## src/rtl/pipe_ctrl_hazard.sv

```systemverilog
// Main control decode with ID/EX, EX/MEM, MEM/WB control registers; one-edge latency per stage.
// Load-use hazard drives a combinational one-cycle stall (bubble into ID/EX); branch flush beats stall.
module pipe_ctrl_hazard #(
  parameter int REGW      = 5,
  parameter int CNT_W     = 16,
  parameter int HAZARD_EN = 1
) (
  input  logic             clk,
  input  logic             rst,
  input  logic             if_id_valid,
  input  logic [5:0]       opcode,
  input  logic [REGW-1:0]  rs,
  input  logic [REGW-1:0]  rt,
  input  logic             flush,
  output logic             stall,
  output logic             illegal,
  output logic [1:0]       id_ex_wb,
  output logic [2:0]       id_ex_mem,
  output logic [3:0]       id_ex_ex,
  output logic [1:0]       ex_mem_wb,
  output logic [2:0]       ex_mem_mem,
  output logic [1:0]       mem_wb_wb,
  output logic [CNT_W-1:0] stall_count
);

  typedef struct packed {
    logic [1:0] wb;
    logic [2:0] mem;
    logic [3:0] ex;
  } ctrl_t;

  localparam logic [5:0] OP_RTYPE = 6'b000000;
  localparam logic [5:0] OP_LW    = 6'b100011;
  localparam logic [5:0] OP_SW    = 6'b101011;
  localparam logic [5:0] OP_BEQ   = 6'b000100;
  localparam logic [5:0] OP_ADDI  = 6'b001000;

  ctrl_t           dec;
  logic            dec_illegal;
  logic            uses_rt;
  logic            hz;
  ctrl_t           id_ex;
  logic [REGW-1:0] ex_rt;

  always_comb begin
    dec         = '0;
    dec_illegal = 1'b0;
    uses_rt     = 1'b0;
    if (if_id_valid) begin
      unique case (opcode)
        OP_RTYPE: begin dec = '{wb: 2'b10, mem: 3'b000, ex: 4'b1100}; uses_rt = 1'b1; end
        OP_LW:          dec = '{wb: 2'b11, mem: 3'b100, ex: 4'b0001};
        OP_SW:    begin dec = '{wb: 2'b00, mem: 3'b010, ex: 4'b0001}; uses_rt = 1'b1; end
        OP_BEQ:   begin dec = '{wb: 2'b00, mem: 3'b001, ex: 4'b0010}; uses_rt = 1'b1; end
        OP_ADDI:        dec = '{wb: 2'b10, mem: 3'b000, ex: 4'b0001};
        default:        dec_illegal = 1'b1;
      endcase
    end
  end

  // Load in EX whose destination is read by the instruction in ID; r0 never conflicts.
  assign hz = (HAZARD_EN != 0) && if_id_valid && id_ex.mem[2] && (ex_rt != '0) &&
              ((ex_rt == rs) || (uses_rt && (ex_rt == rt)));
  assign stall = hz && !flush && !rst;

  assign id_ex_wb  = id_ex.wb;
  assign id_ex_mem = id_ex.mem;
  assign id_ex_ex  = id_ex.ex;

  always_ff @(posedge clk) begin
    if (rst) begin
      id_ex       <= '0;
      ex_rt       <= '0;
      ex_mem_wb   <= '0;
      ex_mem_mem  <= '0;
      mem_wb_wb   <= '0;
      illegal     <= 1'b0;
      stall_count <= '0;
    end else if (flush) begin
      id_ex      <= '0;
      ex_rt      <= '0;
      ex_mem_wb  <= '0;
      ex_mem_mem <= '0;
      mem_wb_wb  <= ex_mem_wb;
      illegal    <= 1'b0;
    end else if (stall) begin
      id_ex      <= '0;
      ex_rt      <= '0;
      ex_mem_wb  <= id_ex.wb;
      ex_mem_mem <= id_ex.mem;
      mem_wb_wb  <= ex_mem_wb;
      illegal    <= 1'b0;
      if (stall_count != {CNT_W{1'b1}})
        stall_count <= stall_count + {{(CNT_W-1){1'b0}}, 1'b1};
    end else begin
      id_ex      <= dec;
      ex_rt      <= rt;
      ex_mem_wb  <= id_ex.wb;
      ex_mem_mem <= id_ex.mem;
      mem_wb_wb  <= ex_mem_wb;
      illegal    <= dec_illegal;
    end
  end

endmodule

```

## config.mk

```make
export PLATFORM = sky130hd
export DESIGN_NAME = pipe_ctrl_hazard
export DESIGN_NICKNAME = d
export VERILOG_FILES = /design/src/rtl/pipe_ctrl_hazard.sv
export SDC_FILE = /design/constraint.sdc
export NUM_CORES = 1
export LEC_CHECK = 0
export CORE_MARGIN = 4
export CORE_UTILIZATION = 35
export CTS_CLUSTER_SIZE = 28
export DETAILED_ROUTE_END_ITERATION = 8
export PLACE_DENSITY = 0.74
export SLEW_MARGIN = 10
export SYNTH_ARGS = -nofsm -noshare
export SYNTH_HDL_FRONTEND = slang
export SYNTH_SLANG_ARGS = --single-unit
export TNS_END_PERCENT = 1
```

## constraint.sdc

```tcl
create_clock -name clk -period 4.3 [get_ports clk]
set_input_delay 0.43 -clock clk [delete_from_list [all_inputs] [get_ports clk]]
set_output_delay 0.43 -clock clk [all_outputs]
set_load 0.01 [all_outputs]
```

# == Word-level counts from Yosys, hierarchy flattened ==
# Cells that the tools add are included.
# Widths: inputs -> output; s select.
# word_totals
elab_cells,40
ff_bits,38
output_inout_bits,34
# op_classes
mux,4
n_eq_ne,7
n_reduce_logical,17
n_addsub,1
bitwise,2
# op_table
cell,n
$pmux 9 s5,1
$add 16x1->16 const B,1
$ne 16x16->1 const B,1
$eq 6x6->1 const B,2
$eq 5x5->1,2
$eq 6x3->1 const B,1
$eq 6x4->1 const B,1
$logic_and 1x1->1,6
$logic_not 6->1,1
$reduce_or 3->1,2
$reduce_bool 5->1,1
$reduce_or 5->1,1
$reduce_or 4->1,1
$mux 1,3
$reduce_and 3->1,1
$logic_not 1->1,2
$not 1->1,2
$reduce_or 2->1,1
$logic_or 1x1->1,1

# == Longest topological paths before layout ==
# Gate-level depths: netlist of the first run.
# logic_depth
word_depth,10
mapped_depth,9
ltp_nobuf,7

# == Worst setup path before layout of the first run ==
# Ideal clock, no wire load.
# synth_timing
kind,input port to flip-flop
startpoint,input port rst
endpoint,register stall_count[4]
t_arrival_ps,2142
setup_ps,121
cell_stages,7
path_slack_ps,2037
path_cell_list,buf_6 -> nor3b_4 -> o211ai_1 -> or4_1 -> and2_4 -> nor4b_1 -> mux2_2
# synth_between
elab_chain_len,3
# synth_lines
item,line_no,source
from (decl),9,"input logic rst,"
$logic_not 1->1,64,assign stall = hz && !flush && !rst;
$logic_and 1x1->1,64,
$reduce_and 3->1 (no line),-,
to (signal assigned),94,"stall_count <= stall_count + {{(CNT_W-1){1'b0}}, 1'b1};"
to (decl),23,output logic [CNT_W-1:0] stall_count
# Several ways; a longest one is shown, not always the timed one.
# A chain may end at the register's enable or synchronous reset.

# == Worst setup path in the final report of the first run ==
# layout_timing
startpoint,input port flush
endpoint,output port stall
# layout_between
elab_chain_len,3
# layout_lines
item,line_no,source
from (decl),14,"input logic flush,"
$logic_not 1->1,64,
$logic_and 1x1->1 (2 in series),64,
to (decl),15,"output logic stall,"
# No other way between the ends.

==> impl_metrics.json, run 1 <==
{
  "cap_violations": 0,
  "filler_cell_count": 435,
  "wirelength_um": 3480,
  "gr-total-overflow": 0,
  "io-pin-count": 54,
  "syn_avg_cell_area_um2": 8.66,
  "rsz0062_at_grt": "false",
  "final_antenna_net_count": 0,
  "period_share_pct": 75.9,
  "start_util_pct": 36.1,
  "grt_antenna_before_repair": 0,
  "post-cts-setup-buffers": 0,
  "yosysTopAreaCellShare_pct": 43.7,
  "fin_util_pct": 50.9,
  "cts_sinks": 34,
  "post-place-cells": 275,
  "num_antenna_cells": 0,
  "setup_viol_count_final": 0,
  "via_count": 1421,
  "critPathKind": "in -> out",
  "grt_first_pass_wirelength_um": 5640,
  "drt_iter0_markers": 88,
  "ys.flop_type": "dfxtp_1",
  "cts.clk_slew.worst_paths_ps": 60,
  "start_kind": "input port",
  "synth.distinct_cells": 36,
  "grt_pass1_vias": 1301,
  "syn_area_um2": 1560,
  "die-area_um2": 5590,
  "ff2ff_setup_slack_ps": 1900,
  "max-slew-margin-rel_pct": 64.8,
  "synth_warnings": 0,
  "slew_violations": 0,
  "endpoint_kind": "primary output",
  "peakVddDrop_uv": 113,
  "htree_num_levels": 2,
  "port_buffers": 53,
  "synth_edf_count": 0,
  "grt_start_max_net_pins": 33,
  "yosysSeqAreaShare_pct": 43.7,
  "clkLatencyLatePin_ps": 280,
  "fin_cells": 283,
  "cts.repair.resized": 0,
  "powerDensity_nw_per_um2": 288,
  "fin_nets": 251,
  "skew_ps": 2.51,
  "finalSetupTns_ps": 0,
  "cts.path.max_buffers": 2,
  "area_delta_synth_final_pct": 41.1,
  "async_reset_ff_share_pct": 0,
  "track_usage_pct": 12.9,
  "core_area_um2": 4320,
  "ys_top_cells_by_area": "dfxtp_1, nor2_1, nand3_1",
  "timing.fmax_mhz": 306,
  "clockRootBuffer": "clkbuf_8",
  "synthesis.instances": 180,
  "crit_path_max_fanout": 32,
  "ctsHoldBuffers": 0,
  "worst_path_most_repeated_cell": "clkdlybuf4s50_1",
  "min_path_cells": 1,
  "hold_slack_ps": 460,
  "place.gp.congestion": 0.841,
  "layout-drive-gt1-share_pct": 6.49,
  "wire_per_inst_um": 12.3,
  "min_path_type": "reg -> reg",
  "min_period_ps": 3260,
  "via_per_inst": 5.02,
  "p_total_mw": 0.632,
  "ys_ff_latch": 34,
  "numCtsBuffers": 5,
  "die_x_um": 74.7,
  "power.leakage_nw": 0.803,
  "worst_ep_arrival_time_ps": 2830,
  "slowest_delay_ps": 580,
  "synth_top_area_cell": "dfxtp_1",
  "crit_slowest_cell": "clkdlybuf4s50_1",
  "num_rows": 24,
  "tritoncts": "yes",
  "finalHoldViolCount": 0,
  "drc": 0,
  "dr.pass1.iters": 4,
  "status": "completed",
  "dp_hpwl_um": 2650,
  "die_y_um": 74.7,
  "syn-num-nets": 201,
  "r2r_cells": 7,
  "crit_chain": "clkdlybuf4s50_1, nor3b_4, o211ai_1, or4_1, and2_4, inv_1, clkdlybuf4s50_1",
  "required_ps": 3870,
  "worst_pin_slew_ps": 527
}
## path summary, 6_finish.rpt
path,from,end
worst min-delay path,id_ex_mem[1],ex_mem_mem[1]
worst min register to register,id_ex_mem[1],ex_mem_mem[1]
worst max-delay path,flush,stall
worst max register to register,ex_rt[1],stall_count[2]
## cells by family (layout without fill, tap and decap cells)
| group | after synthesis | after routing | synth area share, % |
|---|---|---|---|
| xor gates and xnor gates | 10 | 10 | 5.62 |
| and+or+nand+nor | 90 | 90 | 31.8 |
| muxes | 4 | 4 | 2.89 |
| buffers and inverters | 14 | 65 | 5.38 |
| AOI/OAI and AO/OA | 27 | 27 | 9.87 |
| DFF | 34 | 34 | 43.7 |
| adders and majority gates | 1 | 1 | 0.802 |
## cell usage in the layout, fill, tap and decap left out, types with 3 or more instances in the layout
cell type	instances
nand4_1	3
or4_1	5
clkbuf_8	8
and2_1	4
nor2_1	20
nor3_1	7
and3_1	10
a21oi_1	11
inv_1	3
nand2_1	7
o21ai_0	10
dfxtp_1	34
nor2b_1	6
nand3_1	14
mux2_2	3
xnor2_1	3
xor2_1	7
clkdlybuf4s50_1	53
or3_1	7
## cells in the mapped netlist, types with 5 or more instances
| cell | number |
|---|---|
| a21oi_1 | 11 |
| and3_1 | 10 |
| dfxtp_1 | 34 |
| nand2_1 | 7 |
| nand3_1 | 14 |
| nor2_1 | 20 |
| nor2b_1 | 6 |
| nor3_1 | 7 |
| o21ai_0 | 10 |
| or3_1 | 7 |
| or4_1 | 5 |
| xor2_1 | 7 |
## flip-flops by register name, indices dropped and copies added (netlist names)
name / count
stall_count: 16
ex_rt: 5
ex_mem_mem: 2
ex_mem_wb: 2
id_ex_ex: 2
id_ex_mem: 2
id_ex_wb: 2
mem_wb_wb: 2
illegal: 1
## critical path: cells and delay by family
kind | cells | cell delay (ps)
AO/OA/AOI/OAI | 1 | 130
buffers and inverters | 3 | 1270
AND/OR/NAND/NOR | 3 | 1000
## through the flow
stage / instance area [um2] / setup slack, ps
floorplan: 1560 / 2040
global placement: 2090 / 1090
detailed placement: 2090 / 1020
CTS: 2200 / 1020
global route: 2200 / 943
finish: 2200 / 1040
## area by class of cell
class | instances | area (um2) | share of cell area, %
timing repair buffer | 54 | 538 | 24.5
inverter | 3 | 11.3 | 0.512
clock buffer | 8 | 110 | 5.01
tap | 52 | 65.1 | 2.96
sequential | 34 | 681 | 30.9
multi-input combinational | 132 | 795 | 36.1
## metal layers
| layer | track usage [%] | routed length, um |
|---|---|---|
| met5 | 0 | 0 |
| met4 | 4.15 | 31 |
| met3 | 4.01 | 261 |
| met2 | 22.6 | 1690 |
| met1 | 14.9 | 1500 |
## where the power goes
part	leakage, nW	total (mW)	switching [mW]	internal, mW
clock	0.0575	0.269	0.108	0.162
sequential	0.275	0.320	0.00233	0.317
combinational	0.470	0.0433	0.0178	0.0255
total	0.803	0.632	0.128	0.504
(Power assumes the default switching activity.)
==> run 2, diff against run 1 <==
- PLACE_DENSITY: 0.74 -> 0.76
- clock period: 4.3 -> 2.8 ns (I/O delays scaled with it)
==> run 2 against run 1 <==
  * Core utilization grew 0.84 points
  * Register-to-register slack lost 1300 ps
  * Design area grew 1.6%
  * Count of clock-buffer cells in the layout shrank 2
  * Power grew 47%
  * Clock skew grew 4.1 ps
  * Hold slack lost 5.4 ps
  * Critical path depth grew 1
  * Clock power grew 39%
  * First-iteration DRC count shrank 25%
  * Critical path type is now in -> reg
  * Largest power group unchanged
==> impl_metrics.json, run 2 (synthesis results as in run 1) <==
{
  "status": "completed",
  "dr.pass1.iters": 4,
  "post-cts-setup-buffers": 0,
  "placed_area_um2": 2130,
  "layout-drive-gt1-share_pct": 9.28,
  "cts_sinks": 34,
  "hold_slack_ps": 455,
  "critPathKind": "in -> reg",
  "via_count": 1464,
  "power.leakage_nw": 0.840,
  "port_buffers": 53,
  "slew_violations": 0,
  "num_antenna_cells": 0,
  "drc": 0,
  "peakVddDrop_uv": 226,
  "dp_hpwl_um": 2790,
  "finish.instance_area_um2": 2240,
  "fin_nets": 257,
  "grt_antenna_before_repair": 0,
  "wire_per_inst_um": 12.4,
  "final_cell_mix": "clkdlybuf4s50_1, dfxtp_1, nor2_1, nand3_1, a21oi_1",
  "layout.cells.most_common": "clkdlybuf4s50_1",
  "gr-total-overflow": 0,
  "die_x_um": 74.7,
  "core_area_um2": 4320,
  "ff2ff_setup_slack_ps": 580,
  "die-area_um2": 5590,
  "finalHoldViolCount": 0,
  "numCtsBuffers": 5,
  "cts.clk_slew.worst_paths_ps": 70,
  "track_usage_pct": 13.3,
  "area_delta_synth_final_pct": 43.4,
  "clockRootBuffer": "clkbuf_8",
  "min_period_ps": 2430,
  "drt_iter0_markers": 66,
  "worst_pin_slew_ps": 420,
  "skew_ps": 6.65,
  "r2r_cells": 6,
  "ctsHoldBuffers": 0,
  "cap_violations": 0,
  "htree_num_levels": 2,
  "largest_reg_flops": 16,
  "num_rows": 24,
  "clkLatencyLatePin_ps": 280,
  "worst_ep_arrival_time_ps": 2650,
  "max-slew-margin-rel_pct": 71.9,
  "die_y_um": 74.7,
  "period_share_pct": 86.6,
  "cts.path.max_buffers": 2,
  "min_path_cells": 1,
  "crit_path_max_fanout": 11,
  "grt_start_max_net_pins": 26,
  "grt_pass1_vias": 1258,
  "finalSetupTns_ps": 0,
  "tritoncts": "yes",
  "start_util_pct": 36.1,
  "place.gp.congestion": 0.845,
  "wirelength_um": 3580,
  "start_kind": "input port",
  "io-pin-count": 54,
  "grt_first_pass_wirelength_um": 5610,
  "via_per_inst": 5.07,
  "rsz0062_at_grt": "false",
  "filler_cell_count": 440,
  "endpoint_kind": "register",
  "cts.repair.resized": 0,
  "final_antenna_net_count": 0,
  "min_path_type": "reg -> reg",
  "timing.fmax_mhz": 412,
  "required_ps": 3020,
  "powerDensity_nw_per_um2": 417,
  "setup_viol_count_final": 0,
  "regMostFlops": "stall_count",
  "reg_top3": "stall_count (16), ex_rt (5)"
}
-- run 2: cell types whose count changed in the layout (fill, tap and decap cells not counted) --
cell             delta
dlymetal6s2s_1      +1
buf_4               +6
clkbuf_8            -2
or4_1               -1
or4_4               +1
clkdlybuf4s50_1     -1
clkinv_2            +1
clkinvlp_4          +1
-- run 2: area by class of cell --
cell class | instances | area, um2 | area share [%]
clock buffer | 6 | 82.6 | 3.69
sequential | 34 | 681 | 30.4
timing repair buffer | 60 | 586 | 26.2
multi-input combinational | 132 | 798 | 35.7
tap | 52 | 65.1 | 2.91
clock inverter | 2 | 12.5 | 0.560
inverter | 3 | 11.3 | 0.504
-- run 2: final timing paths --
check                                    start              end
worst max-delay path                     flush  stall_count[10]
worst min-delay path              id_ex_mem[1]    ex_mem_mem[1]
worst max register to register  stall_count[0]   stall_count[2]
worst min register to register    id_ex_mem[1]    ex_mem_mem[1]
-- run 2: layer usage --
metal	part of all wire [%]	GRT usage [%]	up-vias	wire length, um
met1	42	15.1	652	1500
met3	7.6	4.81	5	271
met4	0.98	4.74	0	35
met5	0	0	-	0
li1	-	-	746	-
met2	49	22.8	61	1760
-- run 2: power by group --
part | total (mW) | internal (mW) | leakage, nW | switching (mW)
clock network | 0.373 | 0.197 | 0.0472 | 0.175
registers | 0.491 | 0.487 | 0.275 | 0.00342
logic | 0.0687 | 0.0412 | 0.519 | 0.0275
total | 0.932 | 0.726 | 0.840 | 0.206
-- run 2: through the flow --
stage	util, %	power [mW]	std cells	setup slack, ps
2_1_floorplan	-	0.529	180	665
5_1_grt	51.7	0.978	289	262
3_3_place_gp	49.4	0.569	281	98.8
3_5_place_dp	49.4	0.570	281	67.3
4_1_cts	51.6	0.948	289	64.9
6_report	51.7	0.932	289	375
-- run 2: critical path, cell delays in order --
cell and delay (ps):
clkdlybuf4s50_1 480, nor3b_4 240, o211ai_1 120, or4_1 530, and2_4 190, buf_4 170
or4_1 490, a21oi_1 150
==> run 3, diff against run 2 <==
- CORE_UTILIZATION: 35 -> 40
- PLACE_DENSITY: 0.76 -> 0.84
==> run 3 against run 2 <==
  * First-iteration DRC count rose by 45%
  * Core utilization rose by 8.2 points
  * Sequential cell count did not move
  * Clock skew fell by 4.0 ps
  * Register-to-register slack got worse by 20 ps
  * Power rose by 7.6%
  * Sequential share of layout area rose by 0.14 points
  * Fmax rose by 0.99%
  * Largest power group unchanged
==> impl_metrics.json, run 3 (synthesis results as in run 1) <==
{
  "port_buffers": 53,
  "place.gp.congestion": 0.818,
  "start_util_pct": 42.0,
  "final_cell_mix": "clkdlybuf4s50_1, dfxtp_1, nor2_1, nand3_1, a21oi_1",
  "finalSetupTns_ps": 0,
  "crit_chain": "clkdlybuf4s50_1, nor3b_4, o211ai_1, or4_1, and2_4, buf_4, or4_1, a21oi_1",
  "die-area_um2": 4960,
  "layout.cells.most_common": "clkdlybuf4s50_1",
  "powerDensity_nw_per_um2": 450,
  "die_x_um": 70.4,
  "min_period_ps": 2400,
  "regMostFlops": "stall_count",
  "num_antenna_cells": 0,
  "skew_ps": 2.69,
  "cts.path.max_buffers": 2,
  "post-place-cells": 274,
  "layout-drive-gt1-share_pct": 7.69,
  "num_rows": 22,
  "clockRootBuffer": "clkbuf_8",
  "core_area_um2": 3720,
  "ctsHoldBuffers": 0,
  "area_delta_synth_final_pct": 42.8,
  "final_antenna_net_count": 0,
  "wirelength_um": 3580,
  "timing.fmax_mhz": 416,
  "grt_first_pass_wirelength_um": 6270,
  "hold_slack_ps": 455,
  "io-pin-count": 54,
  "numCtsBuffers": 5,
  "via_count": 1446,
  "track_usage_pct": 15.7,
  "cts_sinks": 34,
  "crit_slowest_cell": "or4_1",
  "largest_reg_flops": 16,
  "htree_num_levels": 2,
  "fin_nets": 254,
  "setup_viol_count_final": 0,
  "gr-total-overflow": 0,
  "start_kind": "input port",
  "clkLatencyLatePin_ps": 290,
  "slowest_delay_ps": 520,
  "worst_ep_arrival_time_ps": 2620,
  "grt_antenna_before_repair": 0,
  "dr.pass1.iters": 4,
  "reg_top3": "stall_count (16), ex_rt (5)",
  "rsz0062_at_grt": "false",
  "worst_pin_slew_ps": 527,
  "drt_iter0_markers": 96,
  "dp_hpwl_um": 2670,
  "ff2ff_setup_slack_ps": 560,
  "tritoncts": "yes",
  "required_ps": 3020,
  "peakVddDrop_uv": 242,
  "worst_path_most_repeated_cell": "or4_1",
  "min_path_type": "in -> reg",
  "drc": 0,
  "cts.clk_slew.worst_paths_ps": 70,
  "die_y_um": 70.4,
  "fin_cells": 282,
  "grt_pass1_vias": 1404,
  "fin_util_pct": 59.9,
  "power.leakage_nw": 0.837,
  "grt_start_max_net_pins": 26,
  "slew_violations": 0,
  "p_total_mw": 1.00,
  "via_per_inst": 5.13,
  "crit_path_max_fanout": 13,
  "finalHoldViolCount": 0,
  "wire_per_inst_um": 12.7,
  "cap_violations": 0,
  "period_share_pct": 85.8,
  "critPathKind": "in -> reg",
  "endpoint_kind": "register",
  "status": "completed",
  "max-slew-margin-rel_pct": 64.7
}
-- run 3: critical path, delay by kind of cell --
family / cells / cell delay [ps]
simple gates: 4 / 1400
buf+inv: 2 / 670
compound gates: 2 / 260
-- run 3: stage by stage --
step	cell area, um2	setup slack (ps)
after floorplan	1560	665
after global placement	2110	136
after detailed placement	2110	90.6
after CTS	2220	106
after global routing	2230	273
final	2230	398
-- run 3: final timing paths --
check                  from              end  cells after the start
min reg2reg    id_ex_mem[1]    ex_mem_mem[1]                      1
max             if_id_valid  stall_count[10]                      8
min                   flush      id_ex_ex[0]                      3
max reg2reg  stall_count[0]   stall_count[2]                      6
-- run 3: power breakdown --
group	switching, mW	internal (mW)
Combinational	0.0285	0.0390
Sequential	0.00323	0.487
Clock	0.180	0.264
Total	0.212	0.791
-- run 3: area by class of cell --
class	instances	area (um2)
fill	327	1490
tap	48	60.1
clock inverter	3	45.0
multi-input combinational	132	795
sequential	34	681
timing repair buffer	57	566
clock buffer	5	68.8
inverter	3	11.3
-- run 3: layer usage --
layer | GRT usage (%) | share of wire, % | vias up
li1 | - | - | 740
met1 | 18.0 | 43 | 656
met2 | 26.5 | 49 | 44
met3 | 5.32 | 6.3 | 6
met4 | 6.60 | 1.2 | 0
met5 | 0 | 0 | -
-- run 3: what timing repair did --
item                                    CTS  global route
endpoints found under the setup margin    0             1
setup buffers                             0             0
resized for setup                         0             2
